File: src/rtl/branch_resolve_tracker.sv
// In-order tracker of in-flight branch predictions: matches each against the
// execute-stage outcome, drives history-table updates and fetch redirects.
module branch_resolve_tracker #(
    parameter int DEPTH = 4,
    parameter int CNT_W = 3
) (
    input  logic              clk,
    input  logic              rst,
    input  logic              dec_push,
    input  logic [31:0]       dec_PC,
    input  logic              dec_pred_taken,
    input  logic [31:0]       dec_pred_target,
    input  logic              ex_resolve,
    input  logic              ex_taken,
    input  logic [31:0]       ex_target,
    input  logic              flush,
    output logic [31:0]       updata_PC,
    output logic              updata_taken,
    output logic              updata_enable,
    output logic              mispredict,
    output logic [31:0]       redirect_PC,
    output logic [CNT_W-1:0]  count,
    output logic              full,
    output logic              empty,
    output logic              proto_err
);

    localparam int AW = (CNT_W > 1) ? CNT_W - 1 : 1;

    logic [31:0]      pc_mem  [DEPTH];
    logic             pt_mem  [DEPTH];
    logic [31:0]      tgt_mem [DEPTH];

    logic [AW-1:0]    wr_ptr;
    logic [AW-1:0]    rd_ptr;
    logic [CNT_W-1:0] cnt;

    logic [31:0]      head_pc;
    logic             head_pt;
    logic [31:0]      head_tgt;
    logic             is_empty;
    logic             is_full;
    logic             do_pop;
    logic             miss;
    logic             hit;
    logic             push_ok;
    logic             push_err;
    logic             pop_err;
    logic [31:0]      redirect_next;

    always_comb begin
        head_pc  = pc_mem[rd_ptr];
        head_pt  = pt_mem[rd_ptr];
        head_tgt = tgt_mem[rd_ptr];
        is_empty = (cnt == '0);
        is_full  = (cnt == CNT_W'(DEPTH));
        do_pop   = ex_resolve & ~is_empty;
        miss     = do_pop & ((head_pt != ex_taken) |
                             (head_pt & ex_taken & (head_tgt != ex_target)));
        hit      = do_pop & ~miss;
        // A correct resolve frees the head slot in the same cycle, so a push
        // into a full queue is still accepted; wrong-path/flushed pushes are not.
        push_ok  = dec_push & ~flush & ~miss & (~is_full | hit);
        push_err = dec_push & ~flush & ~miss & is_full & ~hit;
        pop_err  = ex_resolve & is_empty;
        redirect_next = ex_taken ? ex_target : head_pc + 32'd4;
    end

    always_ff @(posedge clk) begin
        if (push_ok) begin
            pc_mem[wr_ptr]  <= dec_PC;
            pt_mem[wr_ptr]  <= dec_pred_taken;
            tgt_mem[wr_ptr] <= dec_pred_target;
        end
    end

    always_ff @(posedge clk or negedge rst) begin
        if (!rst) begin
            wr_ptr        <= '0;
            rd_ptr        <= '0;
            cnt           <= '0;
            updata_PC     <= '0;
            updata_taken  <= 1'b0;
            updata_enable <= 1'b0;
            mispredict    <= 1'b0;
            redirect_PC   <= '0;
            proto_err     <= 1'b0;
        end else begin
            if (miss || flush) begin
                wr_ptr <= '0;
                rd_ptr <= '0;
                cnt    <= '0;
            end else begin
                if (push_ok) wr_ptr <= wr_ptr + AW'(1);
                if (do_pop)  rd_ptr <= rd_ptr + AW'(1);
                case ({push_ok, do_pop})
                    2'b10:   cnt <= cnt + CNT_W'(1);
                    2'b01:   cnt <= cnt - CNT_W'(1);
                    default: cnt <= cnt;
                endcase
            end
            updata_enable <= do_pop;
            mispredict    <= miss;
            if (do_pop) begin
                updata_PC    <= head_pc;
                updata_taken <= ex_taken;
            end
            if (miss) redirect_PC <= redirect_next;
            if (push_err || pop_err) proto_err <= 1'b1;
        end
    end

    assign count = cnt;
    assign full  = is_full;
    assign empty = is_empty;

endmodule

File: config.mk
export PLATFORM = sky130hd
export DESIGN_NAME = branch_resolve_tracker
export DESIGN_NICKNAME = d
export VERILOG_FILES = /design/src/rtl/branch_resolve_tracker.sv
export SDC_FILE = /design/constraint.sdc
export NUM_CORES = 1
export LEC_CHECK = 0
export CORE_AREA = 2 2 234 179
export DETAILED_ROUTE_END_ITERATION = 12
export DIE_AREA = 0 0 236 181
export PLACE_DENSITY = 0.58
export RECOVER_POWER = 100
export SETUP_SLACK_MARGIN = 0.02
export SYNTH_ARGS = -nofsm -noshare
export SYNTH_HDL_FRONTEND = slang
export SYNTH_SLANG_ARGS = --single-unit
export TNS_END_PERCENT = 5
File: constraint.sdc
create_clock -name clk -period 7.36 [get_ports clk]
set_input_delay 0.736 -clock clk [delete_from_list [all_inputs] [get_ports clk]]
set_output_delay 0.736 -clock clk [all_outputs]
set_load 0.1 [all_outputs]
### After elaboration in Yosys (flattened, before gate mapping)

Memories as Yosys holds them, arrays and structs flattened.
Cells that the tools add are included.

| word-level totals | value |
|---|---|
| bits in registers | 75 |
| bits in latches | 0 |
| memory bits (writable) | 260 |
| ROM bits | 0 |
| input port bits | 103 |
| output and inout port bits | 73 |
| word-level logic and storage cells | 55 |
| memories kept | 3 |

Memory list:

| name | words | bits a word | read ports | clocked after memory_dff | write ports | RTL line | text |
|---|---|---|---|---|---|---|---|
| pc_mem | 4 | 32 | 1 | 0 | 1 | 30 | `logic [31:0] pc_mem [DEPTH];` |
| tgt_mem | 4 | 32 | 1 | 0 | 1 | 32 | `logic [31:0] tgt_mem [DEPTH];` |
| pt_mem | 4 | 1 | 1 | 0 | 1 | 31 | `logic pt_mem [DEPTH];` |

| operators by class | value |
|---|---|
| $add $sub $neg | 5 |
| multipliers | 0 |
| div/mod/pow operators | 0 |
| $lt $le $gt $ge | 0 |
| equal/unequal tests | 5 |
| shift operators | 0 |
| multiplexer cells | 9 |
| bitwise logic cells | 18 |
| reduce and logical (&&, ||, !) cells | 6 |

Operator list:

| kind | count |
|---|---|
| 32-bit by 3-bit adder with 32-bit output, second input constant | 1 |
| 32-bit two-way mux | 1 |
| 32-bit inequality test | 1 |
| 1-bit bitwise AND | 11 |
| 2-bit two-way mux | 4 |
| 3-bit case mux with 2 select lines | 1 |
| 1-bit inverter | 5 |
| 2-bit by 1-bit adder with 2-bit output, second input constant | 2 |
| 2-bit nonzero test | 2 |
| 3-bit by 1-bit adder with 3-bit output, second input constant | 1 |
| 3-bit == test, second input constant | 1 |
| 3-bit zero test | 1 |
| 3-bit two-way mux | 1 |
| 3-bit nonzero test | 1 |
| 3-bit by 1-bit subtractor with 3-bit output, second input constant | 1 |
| 2-bit by 1-bit == test with 1-bit output, second input constant | 1 |
| 2-bit == test, second input constant | 1 |
| 1-bit logical OR | 2 |
| 1-bit two-way mux | 2 |
| 1-bit OR | 2 |
| 1-bit inequality test | 1 |

### Longest topological paths before layout

Gate-level depths: netlist of the first run.
An unclocked memory read counts as a cell.

| depth | value |
|---|---|
| word-level depth | 12 |
| depth in mapped cells | 19 |
| depth with buffers taken out | 13 |

### Worst setup path after synthesis of the first run

No wires, ideal clock.

| timing path | value |
|---|---|
| path type | register to register |
| start point | register cnt[0], in the netlist count[0] |
| end point | memory pc_mem[0][0] (enable) |
| setup time | 0.488 ns |
| arrival time | 6.971 ns |
| path slack | -0.099 ns |
| stages on the path, launching flop included | 9 |
| clock period less this slack | 7.459 ns |
| cells stage by stage | dfrtp_1 -> nor3_1 -> nand2b_1 -> inv_1 -> o21a_1 -> buf_6 -> or3b_1 -> buf_2 -> nor2_1 |

| between the ends | value |
|---|---|
| longest elaborated chain between the ends | 10 |
| elaborated cells on any way between the ends | 13 |
| classes of those cells | eq/ne (1); mux (2); bitwise (9); reduce/logical (1) |

RTL lines:

| what | RTL line | text |
|---|---|---|
| start: declaration | 36 | `logic [CNT_W-1:0] cnt;` |
| start signal: assignment | 97 | `2'b10: cnt <= cnt + CNT_W'(1);` |
| start signal: assignment | 98 | `2'b01: cnt <= cnt - CNT_W'(1);` |
| start signal: assignment | 99 | `default: cnt <= cnt;` |
| 3-bit zero test * | 55 | `is_empty = (cnt == '0);` |
| via empty | 24 | `output logic empty,` |
| 1-bit inverter * | 57 | `do_pop = ex_resolve & ~is_empty;` |
| 1-bit bitwise AND * | 57 |  |
| 1-bit bitwise AND | 58 | `miss = do_pop & ((head_pt != ex_taken) \|` |
| 1-bit inverter | 60, 63 |  |
| 1-bit bitwise AND | 60 | `hit = do_pop & ~miss;` |
| 1-bit OR | 63 | `push_ok = dec_push & ~flush & ~miss & (~is_full \| hit);` |
| 1-bit bitwise AND * | 63 |  |
| 1-bit two-way mux * | 70 | `if (push_ok) begin` |
| 1-bit two-way mux (implied by the code) * | 71 | `pc_mem[wr_ptr] <= dec_PC;` |
| end: declaration | 30 |  |

The timed path passes the listed nets; every way through them passes the cells marked *.

### Final worst setup path of the first run

| timing path | value |
|---|---|
| start point | register rd_ptr[0] |
| end point | memory tgt_mem[2][19] (enable) |

| between the ends | value |
|---|---|
| longest elaborated chain between the ends | 11 |
| elaborated cells on any way between the ends | 15 |
| classes of those cells | eq/ne (2); mux (2); bitwise (9); memory (2) |

RTL lines:

| what | RTL line | text |
|---|---|---|
| start: declaration | 35 | `logic [AW-1:0] rd_ptr;` |
| start signal: assignment | 95 | `if (do_pop) rd_ptr <= rd_ptr + AW'(1);` |
| memory read 4 x 32 bit or memory read 4 x 1 bit (tied branches) | -- |  |
| 32-bit inequality test or 1-bit bitwise AND (tied branches) | 59 | `(head_pt & ex_taken & (head_tgt != ex_target)));` |
| 1-bit bitwise AND | 59 |  |
| 1-bit OR * | 58 |  |
| 1-bit bitwise AND * | 58 |  |
| 1-bit inverter * | 60, 63 |  |
| 1-bit bitwise AND | 60 |  |
| 1-bit OR | 63 |  |
| 1-bit bitwise AND * | 63 |  |
| 1-bit two-way mux * | 70 |  |
| 1-bit two-way mux (implied by the code) * | 73 | `tgt_mem[wr_ptr] <= dec_pred_target;` |
| end: declaration | 32 |  |

Every way passes the cells marked *; elsewhere a longest branch is shown, timed or not.

==> results.yml, run 1 <==
global_route:
  grt_max_degree: 76
  grt_overflow_total: 0
  grt_pass1_vias: 7859
  antenna_found_initial: 2
  track_usage: 0.166
  grt_first_pass_wirelength_um: 52000
clock_network:
  clkTransAtPathRegs_ns: 0.06
  clock_latency_ns: 0.52
  cts-root-buf: "clkbuf_16"
  ctsHoldBuffers: 0
  cts.htree.levels: 2
  cts-resized-gates: 0
  cts.sinks: 335
  cts_post_setup_buffers_inserted: 0
  cts_made_buffers: 34
  cts_tree: "done"
  cts_buffer_depth: 3
setup_path:
  rr_startpoint: "rd_ptr[0]"
  worstPathMaxFanout: 40
  startpoint_type: "flop"
  rr_worst_depth: 9
  worst_ep_required_time_ns: 7.49
  rr_endpoint: "tgt_mem[2][19]"
  crit_type: "flop to flop"
  crit_start: "rd_ptr[0]"
  rrSetupSlack_ns: 1.57
  cp.arrival_ns: 5.92
  cp-end-kind: "flop"
routing:
  drt_first_pass_iters: 5
  dr.first_iter.drc_count: 561
  wl_per_cell_um: 22.6
  drc_errors: 0
  routed_via_density: 4.93
  ant_nets: 0
  wirelength_um: 35100
  vias: 7637
finish:
  final_area_um2: 17000
  syn2layout_area_growth_pct: 24.6
  drive_gt1_frac: 0.128
  fillers: 3624
  fin_nets: 1107
timing:
  setup_viol: 0
  rsz0062_at_grt: "false"
  fin_skew_ns: 0.0180
  clock.fmax_mhz: 173
  slew_violations: 242
  worst_slack_ns: 1.57
  fin_crit_sh: 0.787
  hold_viol: 0
  finalSetupTns_ns: 0
  tightest_slew_ns: 4.47
  worst_slew_margin_rel: -1.98
  fin_crit_ns: 5.79
synthesis:
  synth_warnings: 0
  ys_ff_latch: 335
  synth.top_cells.by_area: "edfxtp_1 57%, dfrtp_1 14%, mux4_2 10%"
  syn_inst: 811
  synth.top_cell.area_share: 0.574
  ys_async_sr_fraction: 0.224
  yosysUniqueCellTypes: 45
  synth-edff-count: 260
  synth.cell_area_um2: 13600
  seq_area_frac_synth: 0.712
  synth_most_common_cell: "edfxtp_1"
  synth.largest_area_cell: "edfxtp_1"
  yosys-top-cells-count: "260 x edfxtp_1, 130 x nand2_1, 75 x dfrtp_1, 63 x mux4_2, 49 x xnor2_1"
  synth_flop_cell: "edfxtp_1"
  avgSynthCellArea_um2: 16.8
  synth.net_count: 922
place:
  io_buffers: 175
  dp_worst_setup_slack_ns: 2.24
  place_congestion: 0.750
  place_hpwl_um: 23700
  placed_area_um2: 16000
hold_path:
  holdPathEnd: "updata_taken"
  hold_path.class: "flop to flop"
  min_path_cells: 2
  min-delay-start: "updata_taken"
power_and_ir_drop:
  ir_drop_v: 0.000344
  power.leakage_nw: 5.87
  powerDensity_nw_per_um2: 393
status:
  violations: "capacitance limit, slew limit"
  status: "finished, violations left"
floorplan:
  die_h_um: 181
  start_util: 0.338
  rows: 64
  dieArea_um2: 42700
  coreArea_um2: 40300
  die_width_um: 236
  pin_count: 176
flow_run:
  max_cap_violations: 6
layer usage:
metal	wire length [um]	part of all wire	global-route usage	up-vias
met3	2290	0.065	0.0344	32
met4	483	0.014	0.0377	0
met1	16000	0.46	0.239	3931
met5	0	0	0	-
li1	-	-	-	3420
met2	16300	0.46	0.258	254
sequential cells by signal, summed over array words and instances (netlist names):
name	cells
tgt_mem	128
pc_mem	128
updata_enable	1
mispredict	1
pt_mem	4
wr_ptr	2
updata_PC	32
count	3
rd_ptr	2
updata_taken	1
proto_err	1
redirect_PC	32
how the worst max path moves through the flow:
stage                     depth (start not counted)  slack (ns)             end
after floorplan                                   8        -0.1    pc_mem[0][0]
after global placement                            9        2.22   tgt_mem[2][0]
after detailed placement                          9        2.24   tgt_mem[3][7]
after CTS                                         9        2.22    pc_mem[3][6]
after global routing                              9        1.07   tgt_mem[2][1]
final                                             9        1.57  tgt_mem[2][19]
report_power, final:
part / internal, mW / total [mW] / switching [mW]
registers: 2.33 / 2.48 / 0.147
logic: 0.593 / 2.54 / 1.95
clock network: 0.948 / 1.64 / 0.691
total: 3.88 / 6.66 / 2.79
metrics by stage:
stage | total power, mW | cells | util | hold slack (ns)
global placement | 5.15 | 1488 | 0.396 | 0.461
finish | 6.66 | 1550 | 0.421 | 0.470
global route | 6.93 | 1549 | 0.421 | 0.496
floorplan | 4.45 | 811 | - | 0.440
CTS | 6.81 | 1549 | 0.422 | 0.439
detailed placement | 5.16 | 1488 | 0.396 | 0.462
layout by cell type (no fill, tap or decap), types with 6 or more instances in the layout:
cell type	synthesis	layout
edfxtp_1	260	260
nand4_1	16	16
inv_1	17	17
xor2_1	14	14
mux2_1	25	25
nor3_1	6	6
nand3_1	9	9
clkbuf_1	19	15
mux2i_1	7	7
nor2_1	21	18
dlygate4sd3_1	0	139
mux4_2	63	63
xnor2_1	49	49
nand2_1	130	130
clkinv_2	0	7
o21ai_0	23	24
ha_1	7	7
clkbuf_16	0	37
clkdlybuf4s50_1	0	34
dfrtp_1	75	73
o21ai_1	13	12
critical path: stages (launching register included):
cell	delay (ns)
dfrtp_4	0.95
mux4_2	0.61
xnor2_1	0.16
nand4_1	0.21
nor4_2	0.44
nand2_1	0.12
a311oi_1	0.46
or3b_1	0.56
nor2_4	0.75
clkbuf_2	1.06
layout make-up:
class | instances | area, um2 | area share
sequential | 335 | 9690 | 0.572
multi-input combinational | 422 | 3660 | 0.216
timing repair buffer | 186 | 1820 | 0.107
clock buffer | 51 | 1010 | 0.0595
tap | 528 | 661 | 0.0390
inverter | 17 | 63.8 | 0.00376
clock inverter | 10 | 46.3 | 0.00273
antenna | 1 | 2.50 | 0.000148
cells by family (layout without fill, tap and decap cells):
kind of cell,Yosys count,in the layout,synth area share
adder cells (fa/ha/maj),8,8,0.00791
other,0,1,0
AO/OA/AOI/OAI,52,52,0.0215
AND/OR/NAND/NOR,201,201,0.0651
multiplexers,98,98,0.133
buffers and inverters,54,264,0.0203
XOR/XNOR,63,63,0.0406
flip-flops,335,335,0.712
No activity file was read; power rests on OpenSTA's default activity.
==> run 2: changes to the inputs <==
Clock period 7.36 ns to 5.68 ns, I/O delays scaled along.
==> run 2 against run 1 <==
  * The flow still finishes with violations (capacitance limit, slew limit)
  * Die area unchanged
  * Final area increased by 1.4%
  * Clock skew increased by 0.0017 ns
  * Largest cell class unchanged
==> results.yml, run 2 (same netlist as run 1, synthesis figures left out) <==
timing:
  fin_crit_ns: 5.06
  fin_skew_ns: 0.0197
  fin_crit_sh: 0.891
  finalSetupTns_ns: 0
  hold_viol: 0
  clock.fmax_mhz: 198
  rsz0062_at_grt: "false"
  worst_slew_margin_rel: -0.284
  worst_slack_ns: 0.620
  tightest_slew_ns: 1.93
  whs_ns: 0.473
  setup_viol: 0
  slew_violations: 104
routing:
  dr.first_iter.drc_count: 575
  ant_nets: 0
  wl_per_cell_um: 22.5
  vias: 7752
  routed_via_density: 4.95
  drt_first_pass_iters: 5
  wirelength_um: 35200
  drc_errors: 0
finish:
  multi_input_comb_area_um2: 3660
  syn2layout_area_growth_pct: 26.4
  final_cell_mix: "260 x edfxtp_1, 139 x dlygate4sd3_1, 130 x nand2_1"
  fin_util: 0.427
  fin_nets: 1117
  seq_area_um2: 9690
  fillers: 3619
  final_common_cell: "edfxtp_1"
  reg.largest.list: "pc_mem x128, tgt_mem x128"
  drive_gt1_frac: 0.144
floorplan:
  dieArea_um2: 42700
  start_util: 0.338
  pin_count: 176
  die_h_um: 181
  coreArea_um2: 40300
  rows: 64
  die_width_um: 236
power_and_ir_drop:
  powerDensity_nw_per_um2: 518
  power_switching_mw: 3.65
  p_int_mw: 5.26
  power_frac_clock: 0.270
  p_comb_frac: 0.368
  swShare: 0.410
  power_frac_seq: 0.362
  power.leakage_nw: 6.00
  ir_drop_v: 0.000438
clock_network:
  cts_post_setup_buffers_inserted: 0
  clock_latency_ns: 0.52
  cts.sinks: 335
  cts-resized-gates: 0
  ctsHoldBuffers: 1
  clkTransAtPathRegs_ns: 0.06
  cts_buffer_depth: 3
  cts-root-buf: "clkbuf_16"
  cts_made_buffers: 35
  cts.htree.levels: 2
  cts_tree: "done"
flow_run:
  max_cap_violations: 3
place:
  dp_worst_setup_slack_ns: 0.818
  place_congestion: 0.744
  place_hpwl_um: 24000
  io_buffers: 175
global_route:
  grt_pass1_vias: 7811
  grt_overflow_total: 0
  grt_first_pass_wirelength_um: 51800
  track_usage: 0.164
  grt_max_degree: 61
  antenna_found_initial: 6
setup_path:
  rr_worst_depth: 13
  crit_start: "rd_ptr[0]"
  rr_endpoint: "count[2]"
  worstPathMaxFanout: 39
  crit_chain: "mux4_2 > xnor2_1 > nand4_1 > nor4_1 > nand2_1 > a311oi_1 > or3b_1 > ha_1 > fa_1 > xnor2_1 > nor2_1 > xnor2_1 > nor3_1"
  rrSetupSlack_ns: 0.62
  crit_path_end: "count[2]"
  startpoint_type: "flop"
  cp_slowest_cell: "dfrtp_4"
  cp-end-kind: "flop"
  slowest_delay_ns: 0.92
  crit_type: "flop to flop"
  worst_ep_required_time_ns: 6.02
  cp_common_cell: "xnor2_1"
  cp.arrival_ns: 5.40
  rr_startpoint: "rd_ptr[0]"
status:
  status: "finished, violations left"
  violations: "capacitance limit, slew limit"
hold_path:
  hold_path.class: "flop to flop"
## run 2: changes by cell type in the layout (fill, tap and decap cells not counted), moves of 2 or more
| cell | delta |
|---|---|
| buf_4 | +9 |
| clkbuf_1 | -6 |
| clkinv_1 | -2 |
| clkbuf_8 | +2 |
| bufinv_16 | +4 |
| diode_2 | +4 |
## run 2: cell type report
type	count	share of cell area
sequential	335	0.564
multi-input combinational	422	0.213
clock inverter	13	0.00968
inverter	17	0.00371
clock buffer	50	0.0608
timing repair buffer	195	0.110
tap	528	0.0384
antenna	5	0.000728
## run 2: power groups by stage
stage               registers (mW)  clock network, mW  logic, mW
finish                        3.23               2.40       3.28
global route                  3.28               2.56       3.43
CTS                           3.25               2.45       3.41
detailed placement            3.29                  0       3.41
global placement              3.29                  0       3.39
floorplan                     4.90                  0      0.862
## run 2: per-stage QoR
stage | total power, mW | cell area [um2] | cells
floorplan | 5.76 | 13600 | 811
global placement | 6.68 | 16000 | 1496
detailed placement | 6.70 | 16000 | 1496
CTS | 9.12 | 17200 | 1560
global route | 9.27 | 17200 | 1561
finish | 8.91 | 17200 | 1565
## run 2: worst min-delay path by stage
stage                               end  slack (ns)          start  cells after the start
final                     updata_PC[25]        0.47  updata_PC[25]                      2
after global routing      updata_PC[21]        0.49  updata_PC[21]                      2
after CTS                  updata_PC[4]        0.48   updata_PC[4]                      2
after detailed placement  updata_PC[29]        0.46  updata_PC[29]                      2
after global placement    updata_PC[13]        0.46  updata_PC[13]                      2
after floorplan                count[0]        0.27            rst                      0
## run 2: worst max-delay path: cells and delay by family, from the launching register on
family / cells / cell delay [ns]
compound gates: 1 / 0.49
xor+xnor: 3 / 0.58
fa+ha+maj: 2 / 0.69
flops: 1 / 0.92
mux: 1 / 0.60
simple gates: 6 / 1.55
## run 2: routing by layer
| layer | vias up | GRT usage | share of wire |
|---|---|---|---|
| met5 | - | 0 | 0.00028 |
| met4 | 2 | 0.0403 | 0.020 |
| met3 | 51 | 0.0361 | 0.075 |
| met2 | 291 | 0.253 | 0.45 |
| met1 | 3962 | 0.238 | 0.45 |
| li1 | 3446 | - | - |
